<file path="src/rtl/pipe_alu.sv">
// pipe_alu: registered WIDTH-bit ALU for the EX stage with a valid/ready issue handshake.
// Define PIPE_ALU_MULT_EN to build the multi-cycle shift-add unsigned multiplier (op 111).

module pipe_alu #(
    parameter int WIDTH = 32
) (
    input  logic             clk,
    input  logic             rst_n,
    input  logic             in_valid,
    output logic             in_ready,
    input  logic [2:0]       op,
    input  logic [WIDTH-1:0] dataA,
    input  logic [WIDTH-1:0] dataB,
    output logic             out_valid,
    output logic [WIDTH-1:0] dataOut,
    output logic [WIDTH-1:0] dataHi,
    output logic             zero,
    output logic             cout,
    output logic             overflow
);

    localparam logic [2:0] OP_AND  = 3'b000;
    localparam logic [2:0] OP_OR   = 3'b001;
    localparam logic [2:0] OP_ADD  = 3'b010;
    localparam logic [2:0] OP_SLT  = 3'b011;
    localparam logic [2:0] OP_SUB  = 3'b100;
    localparam logic [2:0] OP_NOR  = 3'b101;
    localparam logic [2:0] OP_SLTU = 3'b110;
    localparam logic [2:0] OP_MULT = 3'b111;

    logic             inv_s;
    logic [WIDTH-1:0] b_eff_s;
    logic [WIDTH:0]   add_s;
    logic             add_ovf_s;
    logic [WIDTH-1:0] alu_res_s;
    logic             alu_cout_s;
    logic             alu_ovf_s;
    logic             accept_s;

    logic             out_valid_r, out_valid_nxt_s;
    logic [WIDTH-1:0] data_out_r, data_out_nxt_s;
    logic [WIDTH-1:0] data_hi_r, data_hi_nxt_s;
    logic             zero_r, zero_nxt_s;
    logic             cout_r, cout_nxt_s;
    logic             overflow_r, overflow_nxt_s;

`ifdef PIPE_ALU_MULT_EN
    localparam int CW = (WIDTH > 1) ? $clog2(WIDTH) : 1;

    typedef enum logic [0:0] {
        ST_IDLE = 1'b0,
        ST_MUL  = 1'b1
    } state_t;

    state_t             state_r, state_nxt_s;
    logic [WIDTH-1:0]   mcand_r, mcand_nxt_s;
    // Low half starts as the multiplier; each step consumes its LSB as product bits shift in.
    logic [2*WIDTH-1:0] acc_r, acc_nxt_s, acc_step_s;
    logic [WIDTH:0]     upper_sum_s;
    logic [CW-1:0]      cnt_r, cnt_nxt_s;

    assign in_ready = rst_n && (state_r == ST_IDLE);
`else
    assign in_ready = rst_n;
`endif

    assign accept_s = in_valid && in_ready;

    // Single-cycle datapath: shared adder/subtractor plus logic ops.
    always_comb begin
        inv_s      = (op == OP_SUB) || (op == OP_SLT) || (op == OP_SLTU);
        b_eff_s    = dataB ^ {WIDTH{inv_s}};
        add_s      = {1'b0, dataA} + {1'b0, b_eff_s} + {{WIDTH{1'b0}}, inv_s};
        add_ovf_s  = (dataA[WIDTH-1] == b_eff_s[WIDTH-1]) &&
                     (add_s[WIDTH-1] != dataA[WIDTH-1]);
        alu_res_s  = {WIDTH{1'b0}};
        alu_cout_s = 1'b0;
        alu_ovf_s  = 1'b0;
        case (op)
            OP_AND:  alu_res_s = dataA & dataB;
            OP_OR:   alu_res_s = dataA | dataB;
            OP_NOR:  alu_res_s = ~(dataA | dataB);
            OP_ADD, OP_SUB: begin
                alu_res_s  = add_s[WIDTH-1:0];
                alu_cout_s = add_s[WIDTH];
                alu_ovf_s  = add_ovf_s;
            end
            OP_SLT:  alu_res_s = {{(WIDTH-1){1'b0}}, add_s[WIDTH-1] ^ add_ovf_s};
            OP_SLTU: alu_res_s = {{(WIDTH-1){1'b0}}, ~add_s[WIDTH]};
            default: alu_res_s = {WIDTH{1'b0}};
        endcase
    end

`ifdef PIPE_ALU_MULT_EN
    // One shift-add step: conditionally add multiplicand into the upper half, then shift right.
    always_comb begin
        upper_sum_s = {1'b0, acc_r[2*WIDTH-1:WIDTH]} +
                      (acc_r[0] ? {1'b0, mcand_r} : {(WIDTH+1){1'b0}});
        acc_step_s  = {upper_sum_s, acc_r[WIDTH-1:1]};
    end
`endif

    // Next-state and next-output selection.
    always_comb begin
        out_valid_nxt_s = 1'b0;
        data_out_nxt_s  = data_out_r;
        data_hi_nxt_s   = data_hi_r;
        zero_nxt_s      = zero_r;
        cout_nxt_s      = cout_r;
        overflow_nxt_s  = overflow_r;
`ifdef PIPE_ALU_MULT_EN
        state_nxt_s = state_r;
        mcand_nxt_s = mcand_r;
        acc_nxt_s   = acc_r;
        cnt_nxt_s   = cnt_r;
        case (state_r)
            ST_IDLE: begin
                if (accept_s && (op == OP_MULT)) begin
                    mcand_nxt_s = dataA;
                    acc_nxt_s   = {{WIDTH{1'b0}}, dataB};
                    cnt_nxt_s   = CW'(WIDTH - 1);
                    state_nxt_s = ST_MUL;
                end else if (accept_s) begin
                    out_valid_nxt_s = 1'b1;
                    data_out_nxt_s  = alu_res_s;
                    data_hi_nxt_s   = {WIDTH{1'b0}};
                    zero_nxt_s      = (alu_res_s == {WIDTH{1'b0}});
                    cout_nxt_s      = alu_cout_s;
                    overflow_nxt_s  = alu_ovf_s;
                end else begin
                    state_nxt_s = ST_IDLE;
                end
            end
            ST_MUL: begin
                acc_nxt_s = acc_step_s;
                if (cnt_r == {CW{1'b0}}) begin
                    out_valid_nxt_s = 1'b1;
                    data_out_nxt_s  = acc_step_s[WIDTH-1:0];
                    data_hi_nxt_s   = acc_step_s[2*WIDTH-1:WIDTH];
                    zero_nxt_s      = (acc_step_s[WIDTH-1:0] == {WIDTH{1'b0}});
                    cout_nxt_s      = 1'b0;
                    overflow_nxt_s  = |acc_step_s[2*WIDTH-1:WIDTH];
                    state_nxt_s     = ST_IDLE;
                end else begin
                    cnt_nxt_s = cnt_r - {{(CW-1){1'b0}}, 1'b1};
                end
            end
            default: state_nxt_s = ST_IDLE;
        endcase
`else
        if (accept_s) begin
            out_valid_nxt_s = 1'b1;
            data_out_nxt_s  = alu_res_s;
            data_hi_nxt_s   = {WIDTH{1'b0}};
            zero_nxt_s      = (alu_res_s == {WIDTH{1'b0}});
            cout_nxt_s      = alu_cout_s;
            overflow_nxt_s  = alu_ovf_s;
        end else begin
            out_valid_nxt_s = 1'b0;
        end
`endif
    end

`ifdef PIPE_ALU_MULT_EN
    // FSM state register.
    always_ff @(posedge clk) begin
        if (!rst_n) begin
            state_r <= ST_IDLE;
        end else begin
            state_r <= state_nxt_s;
        end
    end

    // Multiplier working registers; a reset discards any multiply in flight.
    always_ff @(posedge clk) begin
        if (!rst_n) begin
            mcand_r <= {WIDTH{1'b0}};
            acc_r   <= {(2*WIDTH){1'b0}};
            cnt_r   <= {CW{1'b0}};
        end else begin
            mcand_r <= mcand_nxt_s;
            acc_r   <= acc_nxt_s;
            cnt_r   <= cnt_nxt_s;
        end
    end
`endif

    // Result registers; they hold between pulses, only out_valid drops.
    always_ff @(posedge clk) begin
        if (!rst_n) begin
            out_valid_r <= 1'b0;
            data_out_r  <= {WIDTH{1'b0}};
            data_hi_r   <= {WIDTH{1'b0}};
            zero_r      <= 1'b0;
            cout_r      <= 1'b0;
            overflow_r  <= 1'b0;
        end else begin
            out_valid_r <= out_valid_nxt_s;
            data_out_r  <= data_out_nxt_s;
            data_hi_r   <= data_hi_nxt_s;
            zero_r      <= zero_nxt_s;
            cout_r      <= cout_nxt_s;
            overflow_r  <= overflow_nxt_s;
        end
    end

    assign out_valid = out_valid_r;
    assign dataOut   = data_out_r;
    assign dataHi    = data_hi_r;
    assign zero      = zero_r;
    assign cout      = cout_r;
    assign overflow  = overflow_r;

endmodule

</file>
<file path="config.mk">
export PLATFORM = sky130hd
export DESIGN_NAME = pipe_alu
export DESIGN_NICKNAME = d
export VERILOG_FILES = /design/src/rtl/pipe_alu.sv
export SDC_FILE = /design/constraint.sdc
export NUM_CORES = 1
export LEC_CHECK = 0
export BUFFER_PORTS_ARGS = -buffer_cell sky130_fd_sc_hd__buf_2
export CORE_ASPECT_RATIO = 1.5
export CORE_MARGIN = 2
export CORE_UTILIZATION = 50
export CTS_BUF_LIST = sky130_fd_sc_hd__clkbuf_8
export DETAILED_ROUTE_END_ITERATION = 8
export PLACE_DENSITY = 0.79
export SLEW_MARGIN = 20
export SYNTH_ARGS = -nofsm -noshare
export SYNTH_HDL_FRONTEND = slang
export SYNTH_SLANG_ARGS = --single-unit
</file>
<file path="constraint.sdc">
create_clock -name clk -period 3.7 [get_ports clk]
set_input_delay 0.37 -clock clk [delete_from_list [all_inputs] [get_ports clk]]
set_output_delay 0.37 -clock clk [all_outputs]
set_load 0.01 [all_outputs]
</file>
==> reports/summary.txt <==
Outcome = completed
Fin. max-slew vios = 0
Post-synth EDFFs = 0
GP Congestion = 0.983
Chip height = 127 um
Worst slew margin = 55.7%
Sequential area share after synthesis = 14.3%
# rows = 44
Crit path from = op[2]
Fraction of layout cells with a size suffix above 1 = 32.9%
Global route overflow = 0
ANT nets after route = 0
Area added between synthesis and finish = 34.0%
Endpoint class of the critical path = flop
Yosys top cell area share = 14.3%
Synth top area cells = dfxtp_1 (14%), ha_1 (8.4%), nor2_1 (7.5%)
Die width = 86.0 um
Final setup viols = 0
Final wirelength = 19100 um
Total GRT Usage = 34.0%
TNS Setup = 0 ns
Synthesized instance count = 706
# H-tree levels = 2
Tightest Hold Check Type = in2reg
Vias in the first global route = 6034
Asr flop ratio synth = 0%
Register bit total from synthesis = 36
Critical R2R Launch = dataOut[10]
CTS tree = yes
Core area = 0.00974 mm2
Post-Place Setup Slack = -0.518 ns
Worst EP arrival = 3.86 ns
Worst Tran Pin Value = 0.664 ns
Routed len/inst = 18.5 um
Initial antenna violation count = 0
Worst vdd rail ir drop = 0.434 mV
Worst Skew = 0 ns
Non-Filler Cell Area, Final = 0.00677 mm2
Clk sinks = 36
# Max-Cap Violations = 0
Crit start category = primary input
Via count = 6282
Worst Path Required = 3.94 ns
# diodes = 0
Clock root buffer = clkbuf_8
Vias/cell = 6.09
Iter 0 DRT Violations = 406
Fin crit period = 3.61 ns
Post-route setup slack = 0.0864 ns
Pwr Density = 333 mW/mm2
Max FO, Critical Path = 9
YS warnings = 0
Total die area = 0.0109 mm2
Power Total = 2.26 mW
Number of I/O pins = 139
Post-Syn Area per Cell = 7.15 um2
Drt first pass iters = 5
DRC violations left = 0
# port buffers = 106
FMAX = 277 MHz
Synth Cell Area = 0.00505 mm2
Hold Crit Start = rst_n
Hold WS = 0.422 ns
Cell with the most instances after synthesis = nor2_1
First-pass GRT wire length = 29700 um
Final hold violations = 0
Post-synth top cells = nor2_1 (101), o21ai_0 (57), a21oi_1 (55)
Top FF cell, synth = dfxtp_1
Crit share post-route = 97.7%
Distinct cells, synth = 76
Clk_lat worst skew = 0.29 ns
CTS clk-pin slew, worst paths = 0.08 ns
Final net count = 1021
Initial Util = 51.8%
Post-DP HPWL = 15200 um
Max clock buf depth = 2
Fill count = 885
P_leak = 3.19 nW
Largest net degree at the start of global routing = 43
Synth area leader = dfxtp_1
Critical path type = in2reg
CTS buffer count = 5
Placed Instance Area = 0.00641 mm2
==> power by group <==
part	switching (mW)	leakage [nW]	total (mW)	internal [mW]
sequential	0.0143	0.297	0.432	0.417
combinational	0.795	2.84	1.47	0.677
clock	0.153	0.0541	0.352	0.199
total	0.963	3.19	2.26	1.29
==> state kept, by name, indices dropped and copies added, names as in the netlist <==
register / cells
cout: 1
dataOut: 32
overflow: 1
zero: 1
out_valid: 1
==> metrics by stage <==
| stage | std cells | utilization, % |
|---|---|---|
| 6_report | 1032 | 69.4 |
| 5_1_grt | 1032 | 69.4 |
| 4_1_cts | 1026 | 67.1 |
| 3_5_place_dp | 1018 | 65.8 |
| 3_3_place_gp | 1018 | 65.8 |
| 2_1_floorplan | 737 | - |
==> layer usage <==
metal  vias to the layer above  routed length (um)  part of all wire, %  GRT usage (%)
met5                         -                   0                    0              0
met4                         0                 887                  4.6           16.8
met3                        62                1260                  6.6           3.23
met2                       329                9200                   48           57.7
met1                      2915                7780                   41           42.5
li1                       2976                   -                    -              -
==> worst max-delay path: stages <==
cell      delay (ns)
buf_2           0.13
nand3b_4        0.17
nand2_4         0.12
buf_12          0.16
buf_8           0.15
xor2_1          0.17
ha_1            0.30
nand4_4         0.15
nor3_1          0.06
a221o_1         0.33
or3b_4          0.41
o21ai_4         0.19
nor3_1          0.06
o32a_1          0.35
nor4_4          0.35
and4_1          0.23
a41o_1          0.16
==> repair_timing <==
item,in CTS,in global routing
pin swaps,0,13
buffers inserted,0,6
resized for setup,3,39
setup endpoints to repair,1,4
hold buffers,0,0
==> kinds of logic after synthesis <==
kind of cell    share of synthesized area (%)
xor+xnor                                 8.16
flops                                    14.3
buf+inv                                  9.22
other cells                            0.0743
fa+ha+maj                                13.6
simple gates                             22.1
mux                                      1.46
compound gates                           31.1
==> cell type report <==
class                   instances  area (um2)  area share, %
flip-flops and latches         36         721           10.7
multi-input cells             618        4160           61.5
clock buffers                   5        68.8           1.02
inverters                      12        45.0          0.666
repair buffers                243        1580           23.4
clock inverters                 3        42.5          0.629
well taps                     115         144           2.13
==> worst paths after layout <==
kind,to,slack (ns),depth (start not counted)
max,zero,0.09,17
min,dataOut[10],0.42,2
max reg2reg,dataOut[10],2.87,2
min reg2reg,dataOut[1],0.48,2
==> layout by cell type (no fill, tap or decap), types with 6 or more instances in the layout <==
| cell type | n |
|---|---|
| a211oi_1 | 12 |
| a21o_1 | 8 |
| a21oi_1 | 48 |
| a21oi_2 | 8 |
| a22oi_1 | 25 |
| and2_1 | 6 |
| buf_2 | 106 |
| buf_4 | 134 |
| conb_1 | 32 |
| dfxtp_1 | 36 |
| ha_1 | 32 |
| inv_1 | 9 |
| maj3_1 | 22 |
| nand2_1 | 46 |
| nand3_1 | 8 |
| nand4_1 | 8 |
| nor2_1 | 100 |
| nor3_1 | 18 |
| nor4_1 | 7 |
| o21a_1 | 6 |
| o21ai_0 | 53 |
| o221ai_1 | 6 |
| o22ai_1 | 9 |
| or3_1 | 6 |
| xnor2_1 | 8 |
| xor2_1 | 37 |
(Power assumes the default switching activity.)
